**src/rtl/mem_wb_latch.sv**
```systemverilog
// mem_wb_latch: MEM/WB pipeline register with data-cache handshake FSM.
// The data-cache request is combinational from the stage inputs. Load data
// that returns before the pipeline can advance is kept in a hold register.
// The write-back bundle only updates on an advance cycle.
// Optional feature: define MEM_WB_FWD_EN to build the forwarding tap
// (fwd_valid/fwd_reg/fwd_data). When it is undefined, the tap is tied to 0.
module mem_wb_latch (
  input  logic        CLK,
  input  logic        nRST,
  input  logic        ihit,
  input  logic        flush,
  input  logic        regWr_in,
  input  logic        dREN_in,
  input  logic        dWEN_in,
  input  logic        halt_in,
  input  logic [4:0]  regDst_in,
  input  logic [1:0]  regSel_in,
  input  logic [31:0] ALUOut_in,
  input  logic [31:0] nPC_in,
  input  logic [31:0] lui_in,
  input  logic [31:0] rdat2_in,
  input  logic        dhit,
  input  logic [31:0] dmemload_in,
  output logic        dmemREN,
  output logic        dmemWEN,
  output logic [31:0] dmemaddr,
  output logic [31:0] dmemstore,
  output logic        regWr,
  output logic        halt,
  output logic [4:0]  regDst,
  output logic [1:0]  regSel,
  output logic [31:0] dmemload,
  output logic [31:0] nPC,
  output logic [31:0] ALUOut,
  output logic [31:0] lui,
  output logic        mem_stall,
  output logic        fwd_valid,
  output logic [4:0]  fwd_reg,
  output logic [31:0] fwd_data
);

  typedef enum logic [1:0] {
    IDLE = 2'd0,
    BUSY = 2'd1,
    DONE = 2'd2
  } state_t;

  state_t      r_state;
  state_t      w_next_state;
  logic        w_mem_op;
  logic        w_advance;
  logic        w_done;
  logic [31:0] w_load_data;
  logic [31:0] r_hold;

  logic        r_regWr;
  logic        r_halt;
  logic [4:0]  r_regDst;
  logic [1:0]  r_regSel;
  logic [31:0] r_dmemload;
  logic [31:0] r_nPC;
  logic [31:0] r_ALUOut;
  logic [31:0] r_lui;

  assign w_mem_op    = dREN_in | dWEN_in;
  assign w_done      = (r_state == DONE);
  assign w_advance   = ihit & (~w_mem_op | dhit | w_done);
  // Data that arrives in the advance cycle bypasses the hold register.
  assign w_load_data = dhit ? dmemload_in : r_hold;

  // The request is dropped once the access has completed (DONE).
  assign dmemREN   = dREN_in & ~w_done;
  assign dmemWEN   = dWEN_in & ~w_done;
  assign dmemaddr  = ALUOut_in;
  assign dmemstore = rdat2_in;
  assign mem_stall = w_mem_op & ~dhit & ~w_done;

  // Next-state logic: every advance returns to IDLE, which also covers the
  // case where a hit and the advance happen in the same cycle.
  always_comb begin
    w_next_state = r_state;
    if (w_advance) begin
      w_next_state = IDLE;
    end else begin
      case (r_state)
        IDLE:    w_next_state = w_mem_op ? (dhit ? DONE : BUSY) : IDLE;
        BUSY:    w_next_state = dhit ? DONE : BUSY;
        DONE:    w_next_state = DONE;
        default: w_next_state = IDLE;
      endcase
    end
  end

  // FSM state register.
  always_ff @(posedge CLK or negedge nRST) begin
    if (!nRST) begin
      r_state <= IDLE;
    end else begin
      r_state <= w_next_state;
    end
  end

  // Capture returning load data so that a late advance still sees it.
  always_ff @(posedge CLK or negedge nRST) begin
    if (!nRST) begin
      r_hold <= 32'd0;
    end else if (dhit && dREN_in) begin
      r_hold <= dmemload_in;
    end else begin
      r_hold <= r_hold;
    end
  end

  // Write-back bundle: load on advance, insert a bubble on flush, hold otherwise.
  // halt is sticky and only a reset clears it.
  always_ff @(posedge CLK or negedge nRST) begin
    if (!nRST) begin
      r_regWr    <= 1'b0;
      r_halt     <= 1'b0;
      r_regDst   <= 5'd0;
      r_regSel   <= 2'd0;
      r_dmemload <= 32'd0;
      r_nPC      <= 32'd0;
      r_ALUOut   <= 32'd0;
      r_lui      <= 32'd0;
    end else if (w_advance && flush) begin
      r_regWr    <= 1'b0;
      r_halt     <= r_halt;
      r_regDst   <= 5'd0;
      r_regSel   <= 2'd0;
      r_dmemload <= 32'd0;
      r_nPC      <= 32'd0;
      r_ALUOut   <= 32'd0;
      r_lui      <= 32'd0;
    end else if (w_advance) begin
      r_regWr    <= regWr_in;
      r_halt     <= r_halt | halt_in;
      r_regDst   <= regDst_in;
      r_regSel   <= regSel_in;
      r_dmemload <= w_load_data;
      r_nPC      <= nPC_in;
      r_ALUOut   <= ALUOut_in;
      r_lui      <= lui_in;
    end else begin
      r_regWr    <= r_regWr;
      r_halt     <= r_halt;
      r_regDst   <= r_regDst;
      r_regSel   <= r_regSel;
      r_dmemload <= r_dmemload;
      r_nPC      <= r_nPC;
      r_ALUOut   <= r_ALUOut;
      r_lui      <= r_lui;
    end
  end

  assign regWr    = r_regWr;
  assign halt     = r_halt;
  assign regDst   = r_regDst;
  assign regSel   = r_regSel;
  assign dmemload = r_dmemload;
  assign nPC      = r_nPC;
  assign ALUOut   = r_ALUOut;
  assign lui      = r_lui;

`ifdef MEM_WB_FWD_EN
  // Forwarding tap: the write-back value selected by regSel. Register 0 is never forwarded.
  always_comb begin
    fwd_data = 32'd0;
    case (r_regSel)
      2'd0:    fwd_data = r_ALUOut;
      2'd1:    fwd_data = r_dmemload;
      2'd2:    fwd_data = r_nPC;
      2'd3:    fwd_data = r_lui;
      default: fwd_data = 32'd0;
    endcase
  end
  assign fwd_valid = r_regWr & (r_regDst != 5'd0);
  assign fwd_reg   = r_regDst;
`else
  assign fwd_valid = 1'b0;
  assign fwd_reg   = 5'd0;
  assign fwd_data  = 32'd0;
`endif

endmodule

```
**config.mk**
```make
export PLATFORM = sky130hd
export DESIGN_NAME = mem_wb_latch
export DESIGN_NICKNAME = d
export VERILOG_FILES = /design/src/rtl/mem_wb_latch.sv
export SDC_FILE = /design/constraint.sdc
export NUM_CORES = 1
export LEC_CHECK = 0
export CORE_AREA = 2 2 160 162
export CTS_CLUSTER_DIAMETER = 30
export DETAILED_ROUTE_END_ITERATION = 10
export DIE_AREA = 0 0 162 164
export GPL_TIMING_DRIVEN = 0
export PLACE_DENSITY = 0.74
export SLEW_MARGIN = 10
export SYNTH_ARGS = -nofsm -noshare
export SYNTH_HDL_FRONTEND = slang
export SYNTH_SLANG_ARGS = --single-unit
export TNS_END_PERCENT = 100
```
**constraint.sdc**
```tcl
create_clock -name CLK -period 1.7 [get_ports CLK]
set_input_delay 0.17 -clock CLK [delete_from_list [all_inputs] [get_ports CLK]]
set_output_delay 0.17 -clock CLK [all_outputs]
set_load 0.01 [all_outputs]
```
==> results.md, run 1 <==
* PortBufs at around 350
* Seq/Total Area, Yosys at 56.6%
* Int Pwr at ~8.8 mW
* Combinational power share at approximately a quarter
* Routed Antenna Nets at 0
* Clk sink count at ~170
* Synth top area share at between 50% and 60%
* DR vias/cell at around 4.7
* Seq pwr share at about two fifths
* WP data required at around 1.5 ns
* VDD IR max at ~0.73 mV
* Met3 Use GR at under 10%
* Routed WL per cell at about 18 um
* Final GP Congestion at 0.781
* Die height at about 160 um
* Root Buffer Master: clkbuf_16
* YS warnings at 0
* CTS tree: done
* Cell taking the most area after synthesis: dfrtp_1
* Achievable Freq at approximately 540 MHz
* Worst flop-to-flop path endpoint: dmemload[19]
* Failing checks: negative setup slack
* Worst r2r src: r_state[1]
* Post-synth top flop: dfrtp_1
* MaxCap Viol Count at 0
* Layout area overhead at 62.9%
* Hold_ws at just under 0.2 ns
* Max transition margin at 60.5%
* Most frequent cells after synthesis: dfrtp_1, a32o_1, buf_4
* Layout net count at approximately 1100
* Mapped Cells at 542
* DR iter-0 viols at 220
* Clock-pin slew on the worst setup and hold paths at 0.07 ns
* Switching Share at approximately a quarter
* Clk network pwr share at a little over a third
* Placement Rows at 58
* First-pass GRT wire length at around 35 mm
* CP startpoint: r_state[1]
* WP data arrival at approximately 1.7 ns
* Design Power at 12.0 mW
* Core Area at 24800 um2
* R2R depth at 6
* Setup crit end kind: primary output
* Most frequent cell after synthesis: dfrtp_1
* Worst setup margin at -0.153 ns
* Slew @ Worst Pin at about 0.59 ns
* Grt ovf at 0
* Busiest layer in global routing: met2
* Setup violators final at 9
* CP endpoint: mem_stall
* Largest net degree at the start of global routing at 100
* Clock skew at between 0.015 and 0.02 ns
* Die W at between 150 and 200 um
* Hpwl dp at 17.7 mm
* Synth area leaders: dfrtp_1, a32o_1, buf_4
* Max clock buf depth at 2
* Power Density at between 900 and 1000 nW/um2
* H-Tree Depth at 4
* Critical Path Source Type: register
* Global-route usage over all layers at between 10% and 20%
* Via count at 6103
* Remaining DRCs at 0
* Number of global-route vias before repair at 6105
* Post-synth EDFFs at 0
* Final core utilization at 49.6%
* Slew Viols, Final at 0
* Static Leakage at approximately 5.3 nW
* P_sw at ~3.2 mW
* Post-synth cell types at 21
* Synth Register Bits at around 170
* Status: finished, violations left
* Fin. Hold Viols at 0
* Initial Util at ~30%
* Async set or reset register ratio after synthesis at between 90% and 100%
* Fraction of layout cells with a size suffix above 1 at about a quarter
* Fin crit share at 109%
* Clock Latency Late Sink at between 0.4 and 0.5 ns
* Hold Crit Class: input port to register
* Met1 usage at 20.1%
* Initial antenna violation count at 0
* Crit Path Max Fanout at 4
* Setup slack at placement at -0.681 ns
* Met2 usage at a little under a third
* Cell area after technology mapping at 7550 um2
* Drt pass-1 iters at 5
* I/O pin count at between 400 and 500
* Antenna Diode Count at 0
* Tmin final at approximately 1.9 ns
* Crit path kind: register to primary output
* Die ar. at 26600 um2
* Number of CTS-inserted buffers at 17
* RSZ-0062 raised after global routing: yes
* R2R setup slack at -0.03 ns
* Average cell area after synthesis at 13.9 um2
* Post-Route WL at about 23 mm
[power by group through the flow]
stage / logic (mW) / clock network [mW] / registers [mW]
2_1_floorplan: 1.09 / 0 / 5.07
3_3_place_gp: 2.90 / 0 / 4.90
3_5_place_dp: 2.94 / 0 / 4.92
4_1_cts: 2.97 / 4.34 / 4.85
5_1_grt: 3.14 / 4.50 / 4.91
6_report: 2.94 / 4.24 / 4.85
[area by class of cell]
type / instances / area, um2
Clock buffer: 20 / 467
Clock inverter: 12 / 174
Multi-Input combinational cell: 252 / 2330
Fill cell: 2209 / 12500
Timing Repair Buffer: 351 / 3530
Buffer: 153 / 1110
Inverter: 2 / 7.51
Tap cell: 330 / 413
Sequential cell: 171 / 4280
[critical path, stage by stage, from the launching register on]
cell,delay (ns)
dfrtp_1,0.42
nor2b_1,0.16
or3_4,0.36
buf_12,0.14
inv_1,0.05
buf_2,0.12
[repair_timing]
action	4_1_cts	5_1_grt
endpoints found under the hold margin	72	0
endpoints found under the setup margin	43	23
setup buffers	3	0
hold buffers	1	0
gates resized for setup	11	7
[cells in the final DEF, fill, tap and decap left out, types with 2 or more instances in the layout]
master / instances
mux2_2: 64
clkinv_4: 3
clkbuf_4: 3
buf_2: 16
clkbuf_8: 3
buf_6: 14
a32o_1: 136
buf_1: 4
inv_8: 2
nor2b_1: 2
clkdlybuf4s50_1: 342
conb_1: 38
and2_1: 2
dfrtp_1: 171
inv_6: 4
buf_4: 106
clkbuf_16: 17
inv_1: 2
clkbuf_1: 12
bufinv_16: 3
[how the worst min path moves through the flow]
stage	from	endpoint	slack, ns	depth (start not counted)
3_5_place_dp	nRST	dmemload[10]	0.17	1
6_report	dhit	dmemload[31]	0.20	3
2_1_floorplan	nRST	ALUOut[0]	-0.13	0
4_1_cts	dhit	dmemload[31]	0.19	3
3_3_place_gp	r_state[1]	r_state[0]	0.45	1
5_1_grt	dhit	dmemload[2]	0.21	3
[state kept, by name, indices dropped and copies added, names as in the netlist, 2 cells and up]
| name | flops |
|---|---|
| ALUOut | 32 |
| dmemload | 32 |
| lui | 32 |
| nPC | 32 |
| r_hold | 32 |
| regDst | 5 |
| r_state | 2 |
| regSel | 2 |
[kinds of logic after synthesis]
group	share of synthesized area, %
buf+inv	14.5
flops	56.6
simple gates	0.745
other cells	0.0496
compound gates	18.5
mux	9.54
[per-stage QoR]
stage	instances	instance area, um2	TNS [ns]
floorplan	579	7690	0
global placement	1255	11600	-1189.28
detailed placement	1256	11600	-48.79
CTS	1291	12300	-0.327
global route	1291	12300	-1.32
finish	1291	12300	-0.299
[per-layer routing]
metal,up-vias,share of wire [%]
li1,2772,-
met1,3045,39
met2,270,52
met3,16,8.2
met4,0,0.82
met5,-,0
Note: power is estimated with default switching activity, not from simulation.
==> run 2, diff against run 1 <==
--- a/config.mk
+++ b/config.mk
@@ -9,10 +9,9 @@
 export CTS_CLUSTER_DIAMETER = 30
 export DETAILED_ROUTE_END_ITERATION = 10
 export DIE_AREA = 0 0 162 164
-export GPL_TIMING_DRIVEN = 0
 export PLACE_DENSITY = 0.74
 export SLEW_MARGIN = 10
 export SYNTH_ARGS = -nofsm -noshare
 export SYNTH_HDL_FRONTEND = slang
 export SYNTH_SLANG_ARGS = --single-unit
-export TNS_END_PERCENT = 100
+export TNS_END_PERCENT = 1
==> run 2 against run 1 <==
Compared with the run above: the flow still finishes with violations (negative setup slack); highest routed layer unchanged; routed wire length down 9.8%; total power fell by 5.1%; register-to-register slack better by 0.02 ns; worst setup slack improved by 0.14 ns; clock power is 7.5% lower; die area did not move.
==> results.md, run 2 (same netlist as run 1, synthesis figures left out) <==
* Slowest cell on crit path: dfrtp_1
* Setup_tns at -0.0304 ns (+0.268 ns)
* VDD IR max at 0.578 mV (-21%)
* Critical Path Source Type: register
* Worst r2r src: r_state[1]
* Most common cell after layout, fill and taps aside: clkdlybuf4s50_1
* Remaining DRCs at 0 (unchanged)
* Crit path kind: register to register
* Hold Crit Class: input port to register
* Number of CTS-inserted buffers at 17 (unchanged)
* Area used by multi-input combinational logic at 2340 um2 (+0.59%)
* Routed Antenna Nets at 0 (unchanged)
* Achievable Freq at 584 MHz (+8.2%)
* Fin. Hold Viols at 0 (unchanged)
* Failing checks: negative setup slack
* DR vias/cell at 4.91 (+3.9%)
* Post-Route WL at 21.2 mm (-9.8%)
* Cells on Worst Hold Path at 3 (unchanged)
* Clock-pin slew on the worst setup and hold paths at 0.07 ns (about the same)
* Via count at 5594 (-8.3%)
* Die height at 164 um (unchanged)
* RSZ-0062 raised after global routing: yes
* Setup violators final at 8 (-1)
* Routed WL per cell at 18.6 um (+2.2%)
* Fin crit share at 101% (-8.3 points)
* Placement Rows at 58 (unchanged)
* Clock Latency Late Sink at 0.41 ns (about the same)
* Global-route usage over all layers at 15.4% (-1.6 points)
* Status: finished, violations left
* WHS Endpoint: r_state[0]
* Clock skew at 0.00920 ns (-0.00725 ns)
* Placed insts at 1106 (-12%)
* Initial antenna violation count at 0 (unchanged)
* WP data required at 1.99 ns (+0.46 ns)
* Clk sink count at 171 (unchanged)
* Slew Viols, Final at 0 (unchanged)
* Worst flop-to-flop path endpoint: ALUOut[11]
* Die W at 162 um (unchanged)
* Layout net count at 972 (-14%)
* Antenna Diode Count at 0 (unchanged)
* H-Tree Depth at 4 (unchanged)
* Worst path bufs/invs at 1 (-2)
* Number of global-route vias before repair at 5733 (-6.1%)
* FILL cells at 2246 (+1.7%)
* Setup crit end kind: register
* Non-Filler Instances at 1139 (-12%)
* Initial Util at 30.4% (unchanged)
* Power Density at 1020 nW/um2 (+4.0%)
* Grt ovf at 0 (unchanged)
* Drt pass-1 iters at 4 (-1)
* R2R setup slack at -0.01 ns (+0.02 ns)
* Delay-heaviest family, CP: simple AND/OR/NAND/NOR gates
* Max transition margin at 56.6% (-3.9 points)
* Worst setup margin at -0.0115 ns (+0.141 ns)
* Die ar. at 26600 um2 (unchanged)
* Core Area at 24800 um2 (unchanged)
* Final GP Congestion at 0.766 (-1.9%)
* CP peak stage delay at 0.37 ns (-0.05 ns)
* Register area at 4280 um2 (unchanged)
* PortBufs at 315 (-9.0%)
* I/O pin count at 418 (unchanged)
* Slew @ Worst Pin at 0.651 ns (+0.0578 ns)
* Fraction of layout cells with a size suffix above 1 at 16.8% (-8.4 points)
* Layout area overhead at 48.7%
* CTS tree: done
* Static Leakage at 4.63 nW (-12%)
* Most frequent cells in the layout: clkdlybuf4s50_1, dfrtp_1, a32o_1
* DR iter-0 viols at 305 (+39%)
* Crit Path Max Fanout at 137 (+133)
* WP data arrival at 2.00 ns (+0.32 ns)
* Root Buffer Master: clkbuf_16
* R2R depth at 4 (-2)
* Hold_sp: dhit
* CP Cell Sequence: nor2b_1 -> or3_4 -> buf_12 -> a32o_1
* Largest net degree at the start of global routing at 138 (+38%)
* Tmin final at 1.71 ns (-0.141 ns)
* First-pass GRT wire length at 32.2 mm (-8.2%)
* Max clock buf depth at 2 (unchanged)
* MaxCap Viol Count at 0 (unchanged)
* Hpwl dp at 15.0 mm (-15%)
## run 2: metal layers
metal | up-vias | share of wire [%] | track usage, %
met5 | - | 0 | 0
met4 | 0 | 1.2 | 4.47
met3 | 20 | 7.9 | 5.05
met2 | 262 | 53 | 27.8
met1 | 2852 | 38 | 17.5
li1 | 2460 | - | -
## run 2: timing repair
item | in CTS | in global routing
resized for setup | 5 | 1
hold buffers | 1 | 0
hold endpoints to repair | 39 | 0
endpoints found under the setup margin | 3 | 115
buffers inserted | 0 | 0
## run 2: per-stage QoR
stage                     utilization (%)  area [um2]  hold WS [ns]  power, mW  setup WS (ns)
after floorplan                         -        7690        -0.126       6.15          0.208
after global routing                 45.3       11200         0.257       12.0        -0.0721
after global placement               42.9       10600         0.166       7.53         -0.157
final                                45.3       11200         0.247       11.4        -0.0115
after detailed placement             42.9       10600         0.170       7.60         -0.198
after CTS                            45.3       11200         0.224       11.6        -0.0661
## run 2: worst max path at each step
| stage | start | to | slack (ns) | cells past startpoint |
|---|---|---|---|---|
| 3_3_place_gp | dREN_in | ALUOut[23] | -0.16 | 5 |
| 2_1_floorplan | r_state[1] | halt | 0.21 | 5 |
| 5_1_grt | r_state[0] | ALUOut[20] | -0.07 | 4 |
| 3_5_place_dp | dWEN_in | nPC[8] | -0.20 | 5 |
| 4_1_cts | r_state[1] | mem_stall | -0.07 | 4 |
| 6_report | r_state[1] | ALUOut[11] | -0.01 | 4 |
## run 2: where the power goes
group / leakage, nW / internal (mW) / switching, mW / total [mW]
Clock: 0.276 / 2.24 / 1.69 / 3.92
Combinational: 2.16 / 1.60 / 1.06 / 2.66
Sequential: 2.19 / 4.57 / 0.265 / 4.84
Total: 4.63 / 8.40 / 3.01 / 11.4
## run 2: tightest hold or removal path, stage by stage
cell and delay, ns:
buf_2 0.13, buf_12 0.24, a211oi_1 0.08
## run 2: final cells by class
cell class              instances  area share [%]
flip-flops and latches        171            38.1
repair buffers                352            32.1
multi-input cells             252            20.8
clock buffers                  21            4.01
well taps                     330            3.68
clock inverters                11            1.20
inverters                       2          0.0668
==> run 3, diff against run 2 <==
--- a/config.mk
+++ b/config.mk
@@ -5,11 +5,14 @@
 export SDC_FILE = /design/constraint.sdc
 export NUM_CORES = 1
 export LEC_CHECK = 0
-export CORE_AREA = 2 2 160 162
+export CELL_PAD_IN_SITES_DETAIL_PLACEMENT = 1
+export CELL_PAD_IN_SITES_GLOBAL_PLACEMENT = 1
+export CORE_MARGIN = 2
+export CORE_UTILIZATION = 27
 export CTS_CLUSTER_DIAMETER = 30
 export DETAILED_ROUTE_END_ITERATION = 10
-export DIE_AREA = 0 0 162 164
-export PLACE_DENSITY = 0.74
+export GPL_TIMING_DRIVEN = 0
+export PLACE_DENSITY = 0.86
 export SLEW_MARGIN = 10
 export SYNTH_ARGS = -nofsm -noshare
 export SYNTH_HDL_FRONTEND = slang
==> constraint.sdc (replaced) <==
create_clock -name CLK -period 1.4 [get_ports CLK]
set_input_delay 0.14 -clock CLK [delete_from_list [all_inputs] [get_ports CLK]]
set_output_delay 0.14 -clock CLK [all_outputs]
set_load 0.01 [all_outputs]
==> run 3 against run 2 <==
Compared with the run above: the flow still finishes with violations (negative setup slack); critical path depth increased by 2; global-route usage increased by 2.1 points; total power increased by 25%; combinational power increased by 26%; clock-buffer cell count decreased by 2; core utilization decreased by 1.0 points; register-to-register slack got worse by 0.30 ns; final cell count increased by 18%; first-iteration DRC count decreased by 11%; clock power increased by 30%; sequential share of layout area decreased by 3.1 points; routed wire length increased by 25%; largest cell class is now non-clock buffers.
==> results.md, run 3 (same netlist as run 1, synthesis figures left out) <==
* Failing checks: negative setup slack
* Worst flop-to-flop path endpoint: nPC[15]
* Placement Rows at 61 (+5.2%)
* VDD IR max at 0.767 mV (+33%)
* Final core utilization at 44.3% (-1.0 points)
* CP endpoint: mem_stall
* Clock-pin slew on the worst setup and hold paths at 0.07 ns (about the same)
* Number of global-route vias before repair at 6784 (+18%)
* Clock Latency Late Sink at 0.43 ns (+0.02 ns)
* Max clock buf depth at 2 (unchanged)
* Slew Viols, Final at 0 (unchanged)
* Static Leakage at 5.81 nW (+26%)
* DR vias/cell at 4.66 (-5.1%)
* Setup crit end kind: primary output
* RSZ-0062 raised after global routing: yes
* Status: finished, violations left
* WP data required at 1.26 ns (-0.73 ns)
* Worst setup margin at -0.397 ns (-0.385 ns)
* Max transition margin at 55.6% (-1.1 points)
* WP data arrival at 1.66 ns (-0.34 ns)
* CP peak stage delay at 0.38 ns (about the same)
* Routed WL per cell at 19.7 um (+5.8%)
* MaxCap Viol Count at 0 (unchanged)
* Most common cell after layout, fill and taps aside: clkdlybuf4s50_1
* Achievable Freq at about 560 MHz
* R2R setup slack at -0.31 ns (-0.30 ns)
* Via count at 6266 (+12%)
* Die W at 171 um (+5.7%)
* DR iter-0 viols at 272 (-11%)
* Worst r2r src: r_state[1]
* Fin crit share at 128%
* Core Area at 27600 um2 (+11%)
* Hpwl dp at 20.1 mm (+34%)
* Setup violators final at 140 (+132)
* Largest net degree at the start of global routing at 102 (-26%)
* CTS tree: done
* CP startpoint: r_state[1]
* Layout net count at 1129 (+16%)
* Remaining DRCs at 0 (unchanged)
* Crit Path Max Fanout at 2 (-99%)
* Most frequent cells in the layout: clkdlybuf4s50_1, dfrtp_1, buf_4
* H-Tree Depth at 4 (unchanged)
* Non-Filler Instances at 1345 (+18%)
* Global-route usage over all layers at 17.5% (+2.1 points)
* Post-Route WL at 26.5 mm (+25%)
* Drt pass-1 iters at 6 (+2)
* Fin. Hold Viols at 0 (unchanged)
* CP most frequent cell: buf_8
* Tmin final at between 1.5 and 2 ns
* Grt ovf at 0 (unchanged)
* Setup slack at placement at -0.912 ns (-0.715 ns)
* R2R depth at 6 (+2)
* Clock skew at 0.0110 ns (+0.00181 ns)
* CP Cell Sequence: nor2b_4 -> or3_4 -> buf_8 -> buf_8 -> inv_2 -> buf_6
* FILL cells at 3003 (+34%)
* Root Buffer Master: clkbuf_16
* Initial Util at 27.3% (-3.1 points)
* Fraction of layout cells with a size suffix above 1 at 29.1% (+12 points)
* Routed Antenna Nets at 0 (unchanged)
* Initial antenna violation count at 0 (unchanged)
* Layout area overhead at 61.9%
* Clk sink count at 171 (unchanged)
* PortBufs at 346 (+9.8%)
* Slowest cell on crit path: dfrtp_1
* Die height at 171 um (+4.4%)
* First-pass GRT wire length at 38.9 mm (+21%)
* Power Density at 1170 nW/um2 (+15%)
* Critical Path Source Type: register
* Final GP Congestion at 0.802 (+4.7%)
* Slew @ Worst Pin at 0.666 ns (+0.0159 ns)
* Hold Crit Class: input port to register
* Die ar. at 29300 um2 (+10%)
* Placed insts at 1304 (+18%)
* Number of CTS-inserted buffers at 17 (unchanged)
* Area used by multi-input combinational logic at 2330 um2 (-0.37%)
* Crit path kind: register to primary output
* I/O pin count at 418 (unchanged)
* Register area at 4280 um2 (unchanged)
## run 3: worst min path at each step
stage | from | to | slack (ns) | cells past startpoint
2_1_floorplan | nRST | ALUOut[0] | -0.16 | 0
3_3_place_gp | halt | halt | 0.45 | 1
3_5_place_dp | nRST | dmemload[11] | 0.13 | 1
4_1_cts | dhit | dmemload[31] | 0.14 | 3
5_1_grt | dhit | dmemload[31] | 0.17 | 3
6_report | dhit | dmemload[31] | 0.17 | 3
## run 3: timing repair
action / CTS / global route
hold buffers: 1 / 0
setup buffers: 5 / 2
pin swaps: 1 / 1
gates resized for setup: 185 / 30
hold endpoints to repair: 70 / 0
setup endpoints to repair: 300 / 149
## run 3: layout make-up
| type | count | area share (%) |
|---|---|---|
| Multi-Input combinational cell | 252 | 19.1 |
| Inverter | 2 | 0.0614 |
| Clock inverter | 13 | 1.56 |
| Sequential cell | 171 | 35.0 |
| Antenna cell | 1 | 0.0205 |
| Timing Repair Buffer | 355 | 27.1 |
| Tap cell | 378 | 3.87 |
| Buffer | 154 | 9.75 |
| Clock buffer | 19 | 3.54 |
## run 3: worst max-delay path: cells and delay by family (launching register included)
kind                   cells  cell delay (ns)
and+or+nand+nor            2             0.47
DFF                        1             0.38
buffers and inverters      4             0.37
## run 3: power by group
group / internal [mW] / total, mW / switching (mW) / leakage, nW
clock network: 3.01 / 5.08 / 2.07 / 0.302
registers: 5.55 / 5.89 / 0.339 / 2.19
logic: 1.87 / 3.34 / 1.47 / 3.32
## run 3: per-stage QoR
step	TNS (ns)	hold WS, ns	cell area, um2	power (mW)
floorplan	-10.10	-0.156	7700	7.47
global placement	-1282.89	0.454	11600	9.48
detailed placement	-98.04	0.129	11700	9.63
CTS	-43.19	0.142	12200	14.5
global route	-42.23	0.166	12200	15.0
finish	-34.98	0.173	12200	14.3
## run 3: metal layers
layer | track usage, % | up-vias | share of wire (%)
li1 | - | 2783 | -
met1 | 19.2 | 3181 | 38
met2 | 32.0 | 273 | 53
met3 | 5.59 | 29 | 7.9
met4 | 5.56 | 0 | 1.5
met5 | 0 | - | 0
